## src/rtl/pid_cfg_seq.sv

```systemverilog
// Replays a software-loaded table of (address, data) writes onto a single-beat bus master
// port so the PID coefficient bank can be reprogrammed as one atomic sequence.
module pid_cfg_seq #(
  parameter int unsigned N   = 8,
  parameter int unsigned AW  = 32,
  parameter int unsigned DW  = 32,
  parameter int unsigned TMO = 255,
  localparam int unsigned IW = $clog2(N),
  localparam int unsigned LW = IW + 1
) (
  input  logic          clk,
  input  logic          rstn,
  input  logic          cfg_we,
  input  logic [IW-1:0] cfg_idx,
  input  logic [AW-1:0] cfg_addr,
  input  logic [DW-1:0] cfg_data,
  input  logic [LW-1:0] cfg_len,
  input  logic          start,
  input  logic          abort,
  output logic          busy,
  output logic          done,
  output logic          error,
  output logic [IW-1:0] err_idx,
  output logic          m_wen,
  output logic [AW-1:0] m_addr,
  output logic [DW-1:0] m_wdata,
  input  logic          m_ack,
  input  logic          m_err
);

  localparam int unsigned TW = 16;

  localparam logic [1:0] S_IDLE  = 2'd0;
  localparam logic [1:0] S_ISSUE = 2'd1;
  localparam logic [1:0] S_WAIT  = 2'd2;

  logic [1:0]    r_state,   w_state_nxt;
  logic [IW-1:0] r_idx,     w_idx_nxt;
  logic [LW-1:0] r_len,     w_len_nxt;
  logic [TW-1:0] r_timer,   w_timer_nxt;
  logic          r_done,    w_done_nxt;
  logic          r_error,   w_error_nxt;
  logic [IW-1:0] r_err_idx, w_err_idx_nxt;
  logic [AW-1:0] r_addr,    w_addr_nxt;
  logic [DW-1:0] r_wdata,   w_wdata_nxt;
  logic          r_busy;
  logic          r_wen;

  logic [AW-1:0] r_tab_addr [N];
  logic [DW-1:0] r_tab_data [N];

  logic [LW-1:0] w_len_clamp;
  logic          w_last;

  assign w_len_clamp = (cfg_len > LW'(N)) ? LW'(N) : cfg_len;
  assign w_last      = ({1'b0, r_idx} == (r_len - LW'(1)));

  // Table storage has no reset; software always loads it before a run.
  always_ff @(posedge clk) begin
    if (cfg_we && !r_busy) begin
      r_tab_addr[cfg_idx] <= cfg_addr;
      r_tab_data[cfg_idx] <= cfg_data;
    end
  end

  // Next-state and next-output logic.
  always_comb begin
    w_state_nxt   = r_state;
    w_idx_nxt     = r_idx;
    w_len_nxt     = r_len;
    w_timer_nxt   = r_timer;
    w_done_nxt    = 1'b0;
    w_error_nxt   = r_error;
    w_err_idx_nxt = r_err_idx;
    w_addr_nxt    = r_addr;
    w_wdata_nxt   = r_wdata;

    case (r_state)
      S_IDLE: begin
        if (start) begin
          w_error_nxt = 1'b0;
          if (cfg_len == LW'(0)) begin
            w_done_nxt = 1'b1;
          end else begin
            w_len_nxt   = w_len_clamp;
            w_idx_nxt   = IW'(0);
            w_state_nxt = S_ISSUE;
          end
        end
      end
      S_ISSUE: begin
        w_timer_nxt = TW'(0);
        w_state_nxt = abort ? S_IDLE : S_WAIT;
      end
      S_WAIT: begin
        w_timer_nxt = r_timer + TW'(1);
        if (abort) begin
          w_state_nxt = S_IDLE;
        end else if (m_err) begin
          w_state_nxt   = S_IDLE;
          w_error_nxt   = 1'b1;
          w_err_idx_nxt = r_idx;
        end else if (m_ack && w_last) begin
          w_state_nxt = S_IDLE;
          w_done_nxt  = 1'b1;
        end else if (m_ack) begin
          w_idx_nxt   = r_idx + IW'(1);
          w_state_nxt = S_ISSUE;
        end else if (r_timer == TW'(TMO - 1)) begin
          w_state_nxt   = S_IDLE;
          w_error_nxt   = 1'b1;
          w_err_idx_nxt = r_idx;
        end
      end
      default: begin
        w_state_nxt = S_IDLE;
      end
    endcase

    // Address/data are captured on entry to ISSUE and held until the next one.
    if (w_state_nxt == S_ISSUE) begin
      w_addr_nxt  = r_tab_addr[w_idx_nxt];
      w_wdata_nxt = r_tab_data[w_idx_nxt];
    end
  end

  always_ff @(posedge clk or negedge rstn) begin
    if (!rstn) begin
      r_state   <= S_IDLE;
      r_idx     <= '0;
      r_len     <= '0;
      r_timer   <= '0;
      r_done    <= 1'b0;
      r_error   <= 1'b0;
      r_err_idx <= '0;
      r_addr    <= '0;
      r_wdata   <= '0;
      r_busy    <= 1'b0;
      r_wen     <= 1'b0;
    end else begin
      r_state   <= w_state_nxt;
      r_idx     <= w_idx_nxt;
      r_len     <= w_len_nxt;
      r_timer   <= w_timer_nxt;
      r_done    <= w_done_nxt;
      r_error   <= w_error_nxt;
      r_err_idx <= w_err_idx_nxt;
      r_addr    <= w_addr_nxt;
      r_wdata   <= w_wdata_nxt;
      r_busy    <= (w_state_nxt != S_IDLE);
      r_wen     <= (w_state_nxt == S_ISSUE);
    end
  end

  assign busy    = r_busy;
  assign done    = r_done;
  assign error   = r_error;
  assign err_idx = r_err_idx;
  assign m_wen   = r_wen;
  assign m_addr  = r_addr;
  assign m_wdata = r_wdata;

endmodule

```

## config.mk

```make
export PLATFORM = sky130hd
export DESIGN_NAME = pid_cfg_seq
export DESIGN_NICKNAME = d
export VERILOG_FILES = /design/src/rtl/pid_cfg_seq.sv
export SDC_FILE = /design/constraint.sdc
export NUM_CORES = 1
export LEC_CHECK = 0
export BUFFER_PORTS_ARGS = -buffer_cell sky130_fd_sc_hd__buf_2
export CAP_MARGIN = 15
export CORE_MARGIN = 4
export CORE_UTILIZATION = 45
export DETAILED_ROUTE_END_ITERATION = 8
export HOLD_SLACK_MARGIN = 0.1
export MAX_ROUTING_LAYER = met4
export PLACE_DENSITY_LB_ADDON = 0.1
export SYNTH_ARGS = -nofsm -noshare
export SYNTH_HDL_FRONTEND = slang
export SYNTH_SLANG_ARGS = --single-unit
```

## constraint.sdc

```tcl
create_clock -name clk -period 10.34 [get_ports clk]
set_input_delay 2.068 -clock clk [delete_from_list [all_inputs] [get_ports clk]]
set_output_delay 2.068 -clock clk [all_outputs]
set_load 0.02 [all_outputs]
```

==> impl_results.md <==
- Status: completed
- H-Tree Depth: 3
- Max Buffers Root-to-Sink: 3
- Top cells by area, synth: edfxtp_1 (64%), dfrtp_1 (10%), mux2_2 (6.1%)
- Crit path cell chain: buf_2 -> or4_4 -> nand3_1 -> o2bb2ai_1 -> a222oi_1 -> buf_4 -> buf_4 -> mux2_2 -> o22ai_1 -> o31ai_2
- CTS tree: done
- Total CTS buffers: 67
- Average size of a mapped cell: 17.67 um^2
- Post-route met1 wirelength: 24370 um
- Least-Margin Pin Slew: 1104 ps
- Final Cycle Share: 51.94%
- Residual DRC: 0
- Via count: 12.45k
- RSZ-0062 raised after global routing: no
- Vias per cell: around 5.5
- Worst-path clk slew: 60 ps
- Hold Path Class: flip-flop to flip-flop
- Mapped Area: around 24000 um^2
- Register share of total power: 42.6%
- DR WL/cell: roughly 23 um
- Worst Path Max Fanout: 72
- Fin. Hold Viols: 0
- Crit path kind: input pin to flip-flop
- Max incr delay on CP: 980 ps
- Fin area: 27760 um^2
- Relative slew slack: 26.38%
- Endpoint kind of the worst setup timing path: flip-flop
- Clock share of power: 33.7%
- Placed cells: 2152
- Core area: 52870 um^2
- Static Leak: approximately 11 nW
- Design Power: 7.103 mW
- DR WL met3: between 2000 and 2500 um
- Fin crit period: 5371 ps
- DR WL met2: 25060 um
- Clock skew: 31.17 ps
- Layout Cells excl Fill: 2283
- Largest net degree at the start of global routing: 130
- VDD IR max: 0.2450 mV
- Post-route setup TNS: 0 ps
- Router iterations before antenna repair: 5
- Post-Route WL: about 53000 um
- Synth area leader: edfxtp_1
- Post_cts resized: 0
- Cell class contributing the biggest share of worst-path delay: buffers and inverters
- Worst-Skew Late Latency: 590 ps
- Worst Path Arrival: 5800 ps
- GP Congestion: about 0.75
- Syn_nets: 1452
- Top FF cell, synth: edfxtp_1
- Max-slew violations: 0
- Yosys warns: 0
- Nets: 1619
- Fraction of final layout cells sized beyond drive strength 1: 30.83%
- Register area share after synthesis: about three quarters
- Post-synth top area share: 63.69%
- Cells after Synth: 1366
- Hold WS: 478.8 ps
- Die ar.: about 57000 um^2
- Int Power: 5.001 mW
- Top Metal Used: met4
- Layout Utilization: 52.52%
- Psw: ~2.1 mW
- Placed instance area: 25490 um^2
- FP Rows: 84
- Final setup viols: 0
- Overall routing resource usage: 19.12%
- Clock sink count: 608
- Iteration-0 DRC Markers: between 800 and 900
- Global-route wire length before repair: 80340 um
- Combinational power share: 23.7%
- DIE WIDTH: 239.6 um
- Critical path buffers and inverters: 3
- Switching Share: 29.59%
- Cell mode on critical path: buf_4
- Post-synth EDFFs: a little over 500
- Asr flop ratio synth: 15.79%
- Buffers on Ports: 148
- Initial antenna violation count: 8
- Boundary pin count: 149
- Most common cell after layout, fill and taps aside: edfxtp_1
- Vias in the first global route: 12.89k
- Root Buffer: clkbuf_16
- Chip height: 239.6 um
- Slowest cell on the critical path: buf_4
- GR Overflow Total: 0
- Synth-to-Final Area Change: 15.02%
- Most frequent cells in the layout: edfxtp_1 (512), buf_2 (147), mux2_2 (130), mux2i_1 (130), dfrtp_1 (96)
- Initial core utilization: 45.66%
- CTS Hold Bufs: 0
- Worst Path Required: 10770 ps
- Synth unique cells: 61
- Cell Pwr Density: 255.8 nW/um^2
- Final WS setup: about 5000 ps
- Seq cells post-synth: 608
- Startpoint types: input pin
- Max-cap violation count: 0
- Post-detail-place hpwl: 26740 um
- Routed Antenna Nets: 0
- DP Worst Slack: 4356 ps
- Total setup buffers inserted after CTS: 0
- Max Clock Freq: 186.2 MHz
state kept, by name, indices dropped and copies added, names as in the netlist:
register and count:
r_timer 16, r_idx 3, error 1, m_wdata 32
m_wen 1, r_tab_addr 256, r_tab_data 256, r_len 4
m_addr 32, busy 1, r_state 2, done 1
err_idx 3
area by class of cell:
cell class / count / area [um^2]
Clock buffer: 94 / 1973
Sequential cell: 608 / 17780
Inverter: 17 / 63.81
Multi-Input combinational cell: 669 / 5856
Tap cell: 688 / 860.8
Timing Repair Buffer: 170 / 933.4
Fill cell: 4331 / 25100
Antenna cell: 9 / 22.52
Clock inverter: 28 / 277.8
power by group through the flow:
stage | clock (mW) | sequential, mW | combinational (mW)
after global placement | 0 | 3.07 | 1.70
after detailed placement | 0 | 3.07 | 1.72
after CTS | 2.46 | 3.03 | 1.73
after floorplan | 0 | 3.20 | 1.13
after global routing | 2.58 | 3.04 | 1.83
final | 2.40 | 3.02 | 1.68
worst min-delay path: cells and delay by family (launching register included):
kind,cells,cell delay [ps]
flip-flops,1,330
AND/OR/NAND/NOR,1,60
AO/OA/AOI/OAI,1,50
per-layer routing:
| metal | GRT usage [%] | vias to the layer above |
|---|---|---|
| met3 | 4.018 | 59 |
| met1 | 26.28 | 6415 |
| li1 | - | 5757 |
| met5 | - | - |
| met4 | 4.978 | 0 |
| met2 | 29.41 | 222 |
worst paths after layout:
| path | from | to | slack [ps] | depth (start not counted) |
|---|---|---|---|---|
| max | cfg_len[3] | m_addr[30]$_DFFE_PN0N_ | 4970 | 10 |
| min | m_addr[30]$_DFFE_PN0N_ | m_addr[30]$_DFFE_PN0N_ | 480 | 2 |
| max reg2reg | r_len[0]$_DFFE_PN0P_ | m_addr[30]$_DFFE_PN0N_ | 5800 | 11 |
| min reg2reg | m_addr[30]$_DFFE_PN0N_ | m_addr[30]$_DFFE_PN0N_ | 480 | 2 |
| max in group asynchronous | rstn | m_addr[20]$_DFFE_PN0N_ | 7420 | 2 |
| min in group asynchronous | rstn | r_state[1]$_DFF_PN0_ | 1630 | 1 |
synth_stat cells, drive strengths merged (3+ instances only):
cell,instances
a21oi,7
a22o,64
buf,42
clkbuf,30
dfrtp,96
edfxtp,512
ha,8
inv,17
mux2,130
mux2i,130
nand2,79
nand2b,7
nand3,8
nand3b,3
nand4,6
nor2,22
nor3,6
nor4,3
o21ai,18
o22ai,66
o31ai,65
or3,3
xnor2,5
xor2,6
logic make-up after synthesis:
| family | synth area share, % |
|---|---|
| buffers and inverters | 2.364 |
| xor gates and xnor gates | 0.3991 |
| adders and majority gates | 0.4147 |
| DFF | 73.65 |
| muxes | 11.46 |
| and+or+nand+nor | 3.095 |
| AOI/OAI and AO/OA | 8.625 |
Power figures use the tool's default switching activity.
